[src/rtl/nco_pkg.sv]
`default_nettype none
// ------------------------------------------------------------------
// nco_pkg : scheduler state type, default sizes, phase-to-address map
// Rev 1.0
// ------------------------------------------------------------------
package nco_pkg;

  typedef enum logic [1:0] {
    IDLE  = 2'd0,
    RUN   = 2'd1,
    DRAIN = 2'd2
  } sched_state_t;

  localparam int NCH_DEF     = 4;
  localparam int PHASE_W_DEF = 16;
  localparam int ADDR_W_DEF  = 8;
  localparam int DATA_W_DEF  = 16;
  localparam int ROM_LAT_DEF = 1;

  // Top addr_w bits of a phase_w-bit phase; caller truncates to its address width.
  function automatic logic [31:0] phase2addr(input logic [31:0] phase,
                                             input int          phase_w,
                                             input int          addr_w);
    return phase >> (phase_w - addr_w);
  endfunction

endpackage
`default_nettype wire

[src/rtl/nco_slot_sched_if.sv]
`default_nettype none
// ------------------------------------------------------------------
// nco_slot_sched_if : config, shared-ROM and sample-stream bundle
// Rev 1.0
// ------------------------------------------------------------------
interface nco_slot_sched_if #(
  parameter int NCH     = nco_pkg::NCH_DEF,
  parameter int PHASE_W = nco_pkg::PHASE_W_DEF,
  parameter int ADDR_W  = nco_pkg::ADDR_W_DEF,
  parameter int DATA_W  = nco_pkg::DATA_W_DEF
);
  localparam int CH_W = $clog2(NCH);

  logic               tick;
  logic               cfg_valid;
  logic               cfg_ready;
  logic [CH_W-1:0]    cfg_ch;
  logic [PHASE_W-1:0] cfg_inc;
  logic               cfg_en;
  logic               ovr_clr;
  logic               rom_req;
  logic [ADDR_W-1:0]  rom_addr;
  logic [DATA_W-1:0]  rom_data;
  logic               out_valid;
  logic [CH_W-1:0]    out_ch;
  logic [DATA_W-1:0]  out_sample;
  logic               busy;
  logic               overrun;

  modport master (
    output tick, cfg_valid, cfg_ch, cfg_inc, cfg_en, ovr_clr, rom_data,
    input  cfg_ready, rom_req, rom_addr, out_valid, out_ch, out_sample, busy, overrun
  );

  modport slave (
    input  tick, cfg_valid, cfg_ch, cfg_inc, cfg_en, ovr_clr, rom_data,
    output cfg_ready, rom_req, rom_addr, out_valid, out_ch, out_sample, busy, overrun
  );

endinterface
`default_nettype wire

[src/rtl/nco_phase_bank.sv]
`default_nettype none
// ------------------------------------------------------------------
// nco_phase_bank : per-channel phase/increment/enable register file
// Rev 1.0
// ------------------------------------------------------------------
module nco_phase_bank #(
  parameter  int NCH     = nco_pkg::NCH_DEF,
  parameter  int PHASE_W = nco_pkg::PHASE_W_DEF,
  localparam int CH_W    = $clog2(NCH)
) (
  input  logic               clk,
  input  logic               rst,
  input  logic               wr_valid,
  input  logic [CH_W-1:0]    wr_ch,
  input  logic [PHASE_W-1:0] wr_inc,
  input  logic               wr_en,
  input  logic [CH_W-1:0]    rd_slot,
  output logic [PHASE_W-1:0] rd_phase,
  output logic               rd_en,
  input  logic               acc
);

  logic [PHASE_W-1:0] w_phase [NCH];
  logic [NCH-1:0]     w_en;

  generate
    for (genvar i = 0; i < NCH; i++) begin : g_ch
      logic [PHASE_W-1:0] r_phase;
      logic [PHASE_W-1:0] r_inc;
      logic               r_en;
      logic               w_sel_wr;
      logic               w_sel_acc;

      assign w_sel_wr  = wr_valid && (wr_ch == CH_W'(i));
      assign w_sel_acc = acc && (rd_slot == CH_W'(i));

      // Writes only happen in IDLE and accumulates only in RUN, so they never collide.
      always_ff @(posedge clk or negedge rst) begin
        if (!rst) begin
          r_phase <= '0;
          r_inc   <= '0;
          r_en    <= 1'b0;
        end else if (w_sel_wr) begin
          r_inc <= wr_inc;
          r_en  <= wr_en;
          if (!wr_en) r_phase <= '0;
        end else if (w_sel_acc) begin
          r_phase <= r_phase + r_inc;
        end
      end

      assign w_phase[i] = r_phase;
      assign w_en[i]    = r_en;
    end
  endgenerate

  assign rd_phase = w_phase[rd_slot];
  assign rd_en    = w_en[rd_slot];

endmodule
`default_nettype wire

[src/rtl/nco_slot_sched.sv]
`default_nettype none
// ------------------------------------------------------------------
// nco_slot_sched : round-robin NCO scheduler sharing one sine ROM
// Rev 1.0
// ------------------------------------------------------------------
module nco_slot_sched
  import nco_pkg::*;
#(
  parameter int NCH     = NCH_DEF,
  parameter int PHASE_W = PHASE_W_DEF,
  parameter int ADDR_W  = ADDR_W_DEF,
  parameter int DATA_W  = DATA_W_DEF,
  parameter int ROM_LAT = ROM_LAT_DEF
) (
  input  logic              clk,
  input  logic              rst,
  nco_slot_sched_if.slave   bus
);

  localparam int CH_W = $clog2(NCH);

  sched_state_t       r_state;
  sched_state_t       w_state_nxt;
  logic [CH_W-1:0]    r_slot;
  logic [1:0]         r_drain_cnt;
  logic               w_idle;
  logic               w_run;
  logic               w_drain;
  logic               w_last_slot;
  logic               w_drain_done;
  logic               w_cfg_fire;
  logic               w_issue;
  logic [PHASE_W-1:0] w_rd_phase;
  logic               w_rd_en;
  logic               r_overrun;
  logic               r_pipe_vld [ROM_LAT];
  logic [CH_W-1:0]    r_pipe_ch  [ROM_LAT];

  assign w_last_slot  = (r_slot == CH_W'(NCH - 1));
  assign w_drain_done = (r_drain_cnt == 2'(ROM_LAT - 1));

  always_ff @(posedge clk or negedge rst) begin
    if (!rst) r_state <= IDLE;
    else      r_state <= w_state_nxt;
  end

  always_comb begin
    w_state_nxt = r_state;
    case (r_state)
      IDLE:    if (bus.tick)     w_state_nxt = RUN;
      RUN:     if (w_last_slot)  w_state_nxt = DRAIN;
      DRAIN:   if (w_drain_done) w_state_nxt = IDLE;
      default:                   w_state_nxt = IDLE;
    endcase
  end

  always_comb begin
    w_idle  = 1'b0;
    w_run   = 1'b0;
    w_drain = 1'b0;
    case (r_state)
      IDLE:    w_idle  = 1'b1;
      RUN:     w_run   = 1'b1;
      DRAIN:   w_drain = 1'b1;
      default: ;
    endcase
  end

  always_ff @(posedge clk or negedge rst) begin
    if (!rst) begin
      r_slot      <= '0;
      r_drain_cnt <= '0;
    end else begin
      if (w_run) r_slot <= w_last_slot ? '0 : r_slot + 1'b1;
      if (w_drain && !w_drain_done) r_drain_cnt <= r_drain_cnt + 2'd1;
      else                          r_drain_cnt <= '0;
    end
  end

  assign w_cfg_fire = bus.cfg_valid && w_idle;
  assign w_issue    = w_run && w_rd_en;

  nco_phase_bank #(
    .NCH     (NCH),
    .PHASE_W (PHASE_W)
  ) u_bank (
    .clk      (clk),
    .rst      (rst),
    .wr_valid (w_cfg_fire),
    .wr_ch    (bus.cfg_ch),
    .wr_inc   (bus.cfg_inc),
    .wr_en    (bus.cfg_en),
    .rd_slot  (r_slot),
    .rd_phase (w_rd_phase),
    .rd_en    (w_rd_en),
    .acc      (w_issue)
  );

  // Tag pipe matches the ROM latency so each returned word carries its channel.
  always_ff @(posedge clk or negedge rst) begin
    if (!rst) begin
      for (int i = 0; i < ROM_LAT; i++) begin
        r_pipe_vld[i] <= 1'b0;
        r_pipe_ch[i]  <= '0;
      end
    end else begin
      r_pipe_vld[0] <= w_issue;
      r_pipe_ch[0]  <= r_slot;
      for (int i = 1; i < ROM_LAT; i++) begin
        r_pipe_vld[i] <= r_pipe_vld[i-1];
        r_pipe_ch[i]  <= r_pipe_ch[i-1];
      end
    end
  end

  // A dropped tick outranks a simultaneous clear.
  always_ff @(posedge clk or negedge rst) begin
    if (!rst)                   r_overrun <= 1'b0;
    else if (bus.tick && !w_idle) r_overrun <= 1'b1;
    else if (bus.ovr_clr)         r_overrun <= 1'b0;
  end

  assign bus.rom_req    = w_issue;
  assign bus.rom_addr   = w_issue ? ADDR_W'(phase2addr(32'(w_rd_phase), PHASE_W, ADDR_W)) : '0;
  assign bus.out_valid  = r_pipe_vld[ROM_LAT-1];
  assign bus.out_ch     = r_pipe_vld[ROM_LAT-1] ? r_pipe_ch[ROM_LAT-1] : '0;
  assign bus.out_sample = r_pipe_vld[ROM_LAT-1] ? bus.rom_data : '0;
  assign bus.busy       = !w_idle;
  assign bus.cfg_ready  = w_idle;
  assign bus.overrun    = r_overrun;

endmodule
`default_nettype wire

[src/flat_wrapper.sv]
// flat-port wrapper written by rule: the top's interface ports become plain ports
module nco_slot_sched_flat import nco_pkg::*;
#(
  parameter int NCH     = NCH_DEF,
  parameter int PHASE_W = PHASE_W_DEF,
  parameter int ADDR_W  = ADDR_W_DEF,
  parameter int DATA_W  = DATA_W_DEF,
  parameter int ROM_LAT = ROM_LAT_DEF
)
  (clk, rst, bus_tick, bus_cfg_valid, bus_cfg_ch, bus_cfg_inc, bus_cfg_en, bus_ovr_clr, bus_rom_data, bus_cfg_ready, bus_rom_req, bus_rom_addr, bus_out_valid, bus_out_ch, bus_out_sample, bus_busy, bus_overrun);
  nco_slot_sched_if #(.NCH(NCH), .PHASE_W(PHASE_W), .ADDR_W(ADDR_W), .DATA_W(DATA_W)) bus_i ();
  input  logic clk;
  input  logic rst;
  input wire logic [$bits(bus_i.tick)-1:0] bus_tick;
  input wire logic [$bits(bus_i.cfg_valid)-1:0] bus_cfg_valid;
  input wire logic [$bits(bus_i.cfg_ch)-1:0] bus_cfg_ch;
  input wire logic [$bits(bus_i.cfg_inc)-1:0] bus_cfg_inc;
  input wire logic [$bits(bus_i.cfg_en)-1:0] bus_cfg_en;
  input wire logic [$bits(bus_i.ovr_clr)-1:0] bus_ovr_clr;
  input wire logic [$bits(bus_i.rom_data)-1:0] bus_rom_data;
  output wire logic [$bits(bus_i.cfg_ready)-1:0] bus_cfg_ready;
  output wire logic [$bits(bus_i.rom_req)-1:0] bus_rom_req;
  output wire logic [$bits(bus_i.rom_addr)-1:0] bus_rom_addr;
  output wire logic [$bits(bus_i.out_valid)-1:0] bus_out_valid;
  output wire logic [$bits(bus_i.out_ch)-1:0] bus_out_ch;
  output wire logic [$bits(bus_i.out_sample)-1:0] bus_out_sample;
  output wire logic [$bits(bus_i.busy)-1:0] bus_busy;
  output wire logic [$bits(bus_i.overrun)-1:0] bus_overrun;
  assign bus_i.tick = bus_tick;
  assign bus_i.cfg_valid = bus_cfg_valid;
  assign bus_i.cfg_ch = bus_cfg_ch;
  assign bus_i.cfg_inc = bus_cfg_inc;
  assign bus_i.cfg_en = bus_cfg_en;
  assign bus_i.ovr_clr = bus_ovr_clr;
  assign bus_i.rom_data = bus_rom_data;
  assign bus_cfg_ready = bus_i.cfg_ready;
  assign bus_rom_req = bus_i.rom_req;
  assign bus_rom_addr = bus_i.rom_addr;
  assign bus_out_valid = bus_i.out_valid;
  assign bus_out_ch = bus_i.out_ch;
  assign bus_out_sample = bus_i.out_sample;
  assign bus_busy = bus_i.busy;
  assign bus_overrun = bus_i.overrun;
  nco_slot_sched #(.NCH(NCH), .PHASE_W(PHASE_W), .ADDR_W(ADDR_W), .DATA_W(DATA_W), .ROM_LAT(ROM_LAT)) u_core (.clk(clk), .rst(rst), .bus(bus_i));
endmodule
[config.mk]
export PLATFORM = sky130hd
export DESIGN_NAME = nco_slot_sched_flat
export DESIGN_NICKNAME = d
export VERILOG_FILES = /design/src/rtl/nco_pkg.sv /design/src/rtl/nco_slot_sched_if.sv /design/src/rtl/nco_phase_bank.sv /design/src/rtl/nco_slot_sched.sv /design/src/flat_wrapper.sv
export SDC_FILE = /design/constraint.sdc
export NUM_CORES = 1
export LEC_CHECK = 0
export ABC_AREA = 1
export CAP_MARGIN = 20
export CORE_MARGIN = 4
export CORE_UTILIZATION = 30
export CTS_BUF_LIST = sky130_fd_sc_hd__clkbuf_16
export CTS_CLUSTER_SIZE = 8
export DETAILED_ROUTE_END_ITERATION = 12
export GPL_ROUTABILITY_DRIVEN = 0
export SETUP_SLACK_MARGIN = 0.15
export SLEW_MARGIN = 15
export SYNTH_ARGS = -nofsm -noshare
export SYNTH_HDL_FRONTEND = slang
export SYNTH_SLANG_ARGS = --single-unit
[constraint.sdc]
create_clock -name clk -period 1.9 [get_ports clk]
set_input_delay 0.57 -clock clk [delete_from_list [all_inputs] [get_ports clk]]
set_output_delay 0.57 -clock clk [all_outputs]
set_load 0.01 [all_outputs]
==> results.md, run 1 <==
* Layout cell share with drive strength beyond 1 at roughly 31%
* Endpoints failing setup at 130
* Htree depth at 4
* Compound-gate portion of the synthesized area at 9.14%
* Pin count of the biggest net entering global routing at 42
* Clock Skews at between 10 and 15 ps
* Highest Clock Rate at 441 MHz
* Synth Cell Area at 9460 um^2
* Ranking of synthesized cells by area: dfrtp_1, nand2_1, ha_1
* 1st-iter DRT viols at 649
* Clock sinks at 142
* Initial Utilization at 30.7%
* Post-Route WL at 32000 um
* Die span in x at between 150 and 200 um
* Dpl hpwl at roughly 20000 um
* Final setup margin at -367 ps
* Synth async-reset ratio at between 90% and 100%
* CTS root buf: clkbuf_16
* CP arrival at 1700 ps
* Worst setup EP type: primary output
* Simple-gate portion of the synthesized area at about a third
* Pwr Total at around 25 mW
* Inserted Clock Buffers at 17
* PortBufs at 70
* Synth Warn # at 0
* Distinct cells, synth at 34
* Synth Flop Type: dfrtp_1
* Post-synthesis adder-cell area fraction at 9.45%
* Post-Synth XOR/XNOR Area at less than 1%
* Drt wl/cell at 16.3 um
* First-pass GRT wire length at 45500 um
* Remaining DRCs at 0
* Hold slack at 54.4 ps
* Synth area leader: dfrtp_1
* Vias per cell at slightly below 5
* Clock-pin slew on the worst setup and hold paths at ~60 ps
* Mean post-synth cell area at 6.95 um^2
* First-pass DRT Iterations at 5
* Mapped Cells at 1361
* Buffer levels on the longest clock path at 2
* Setup CP Type: reg2out
* Minimum clock period at about 2300 ps
* Outcome: finished, violations left
* Post-route ant nets at 0
* Pwr/cell area at 1770 nW/um^2
* Number of diodes at 0
* Worst setup SP type: flip-flop
* Top-count cell post-synth: nand2_1
* Core area at 30800 um^2
* Main combinational cell family by area after synthesis: simple AND/OR/NAND/NOR gates
* Critical Path RT at ~1300 ps
* Yosys reg bits at 142
* Worst slew pin tran at 489 ps
* Worst VDD drop at 687 uV
* Initial antenna violation count at 1
* Final Hold Viols at 0
* Worst relative slew slack at 67.4%
* Total GRT Usage at 16.6%
* Die area at roughly 34000 um^2
* # hold bufs at CTS at 0
* Top cell type's share of synthesized area at between 30% and 40%
* RSZ-0062 raised after global routing: yes
* Leak at slightly above 7 nW
* Final-stage net count at between 1500 and 2000
* Area delta synth->final at 46.8%
* Crit-path max FO at 7
* Multiplexer share of the synthesized area at 0%
* Row cnt at 64
* Via count at 9531
* Setup_tns at -10970 ps
* Final slew viol count at 0
* Synth top cells by count: nand2_1, inv_1, dfrtp_1
* Max_cap viols at 0
* I/O pins at 71
* Period utilisation layout at 119%
* EDFF count, synth at 0
* Number of global-route vias before repair at 8691
* Grt ovf at 0
* Seq/Total Area, Yosys at 37.6%
* Post-Syn Nets at ~1500
* Hold WC Path Type: in2async
* Die Span Y at 186 um
* Failing checks: setup timing
* CTS tree: built
* Skew-Pair Late Insertion Delay at 440 ps
## where the power goes
part	internal, mW	leakage [nW]	total, mW	switching (mW)
Combinational	6.79	5.19	15.6	8.78
Clock	1.92	0.275	3.35	1.43
Sequential	4.38	1.78	5.71	1.32
Total	13.1	7.25	24.6	11.5
## worst max-delay path, stage by stage (launching register included)
cell	delay [ps]
dfrtp_1	410
inv_1	70
nor2_1	80
o21ai_1	80
nand2_2	100
nand2_4	70
buf_12	160
a21oi_4	160
buf_6	130
## final cells by class
| class | instances | area [um^2] |
|---|---|---|
| tap | 396 | 495 |
| clock inverter | 14 | 144 |
| timing repair buffer | 192 | 2120 |
| fill | 2957 | 16900 |
| clock buffer | 17 | 425 |
| inverter | 205 | 852 |
| sequential | 142 | 3550 |
| timing repair inverter | 10 | 123 |
| multi-input combinational | 989 | 6170 |
## through the flow
| stage | instance area, um^2 | util [%] | instances | setup slack [ps] |
|---|---|---|---|---|
| detailed placement | 11200 | 36.2 | 1871 | -397 |
| floorplan | 9510 | - | 1361 | 152 |
| finish | 13900 | 45.0 | 1965 | -367 |
| global placement | 11200 | 36.2 | 1871 | -374 |
| CTS | 12200 | 39.7 | 1924 | -352 |
| global route | 13900 | 45.0 | 1965 | -454 |
## final timing paths
| kind | cells after the start | start | to | slack [ps] |
|---|---|---|---|---|
| worst max register to register | 13 | u_core.r_state[1]$_DFFE_PN0P_ | u_core.u_bank.g_ch[3].r_phase[5]$_DFFE_PN0P_ | -130 |
| worst min-delay path | 1 | rst | u_core.u_bank.g_ch[1].r_phase[6]$_DFFE_PN0P_ | 50 |
| worst max-delay path | 8 | u_core.r_slot[1]$_DFFE_PN0P_ | bus_rom_addr[3] | -370 |
| min in group clk | 1 | u_core.r_drain_cnt[0]$_DFF_PN0_ | u_core.r_drain_cnt[0]$_DFF_PN0_ | 430 |
| max in group asynchronous | 2 | rst | u_core.u_bank.g_ch[0].r_phase[0]$_DFFE_PN0P_ | 1270 |
| worst min register to register | 1 | u_core.r_drain_cnt[0]$_DFF_PN0_ | u_core.r_drain_cnt[0]$_DFF_PN0_ | 430 |
## placed cells by master, fill, tap and decap left out, types with 5 or more instances in the layout
master and count:
a21oi_1 32, a21oi_2 11, a21oi_4 9, buf_12 12, buf_4 63, buf_6 60, clkbuf_16 27, clkdlybuf4s50_1 37
clkinv_8 6, dfrtp_1 141, ha_1 42, ha_2 7, ha_4 16, inv_1 171, inv_2 23, inv_8 12
nand2_1 383, nand2_2 93, nand2_4 38, nand2_8 6, nand3_1 67, nand3_2 20, nand3_4 5, nand3b_1 15
nor2_1 85, nor3_1 6, nor3_2 5, nor3_4 5, o21ai_0 17, o21ai_1 70, o21ai_2 19, or2_2 7
or2_4 6
## cells by family after synthesis
logic type / after synthesis
AO/OA/AOI/OAI: 164
buffers and inverters: 230
adder cells (fa/ha/maj): 69
XOR/XNOR: 8
AND/OR/NAND/NOR: 748
flip-flops: 142
## layer usage
layer  part of all wire, %  track usage (%)  wire, um  vias to the layer above
met1                    44             22.8     14000                     4530
met2                    48             27.6     15400                      281
met3                   6.0             2.29      1930                       44
met4                   1.9             4.81       614                        2
met5                 0.041                0        13                        -
li1                      -                -         -                     4674
## flip-flops by register name (all words and copies together) (netlist names)
| register | count |
|---|---|
| u_core.u_bank.g_ch.r_inc | 64 |
| u_core.r_drain_cnt | 2 |
| u_core.bus.overrun | 1 |
| u_core.r_state | 2 |
| u_core.r_pipe_ch | 2 |
| u_core.r_slot | 2 |
| u_core.bus.out_valid | 1 |
| u_core.u_bank.g_ch.r_en | 4 |
| u_core.u_bank.g_ch.r_phase | 64 |
## timing repair
item	in CTS	in global routing
endpoints found under the hold margin	0	0
buffers inserted	21	18
resized for setup	261	322
setup endpoints to repair	87	154
cloned	1	24
pin swaps	35	40
Note: power is estimated with default switching activity, not from simulation.
==> run 2, diff against run 1 <==
- CTS_CLUSTER_SIZE: 8 -> 12
==> results of run 2 <==
Final layout, timing and power as in run 1 (identical DEF).
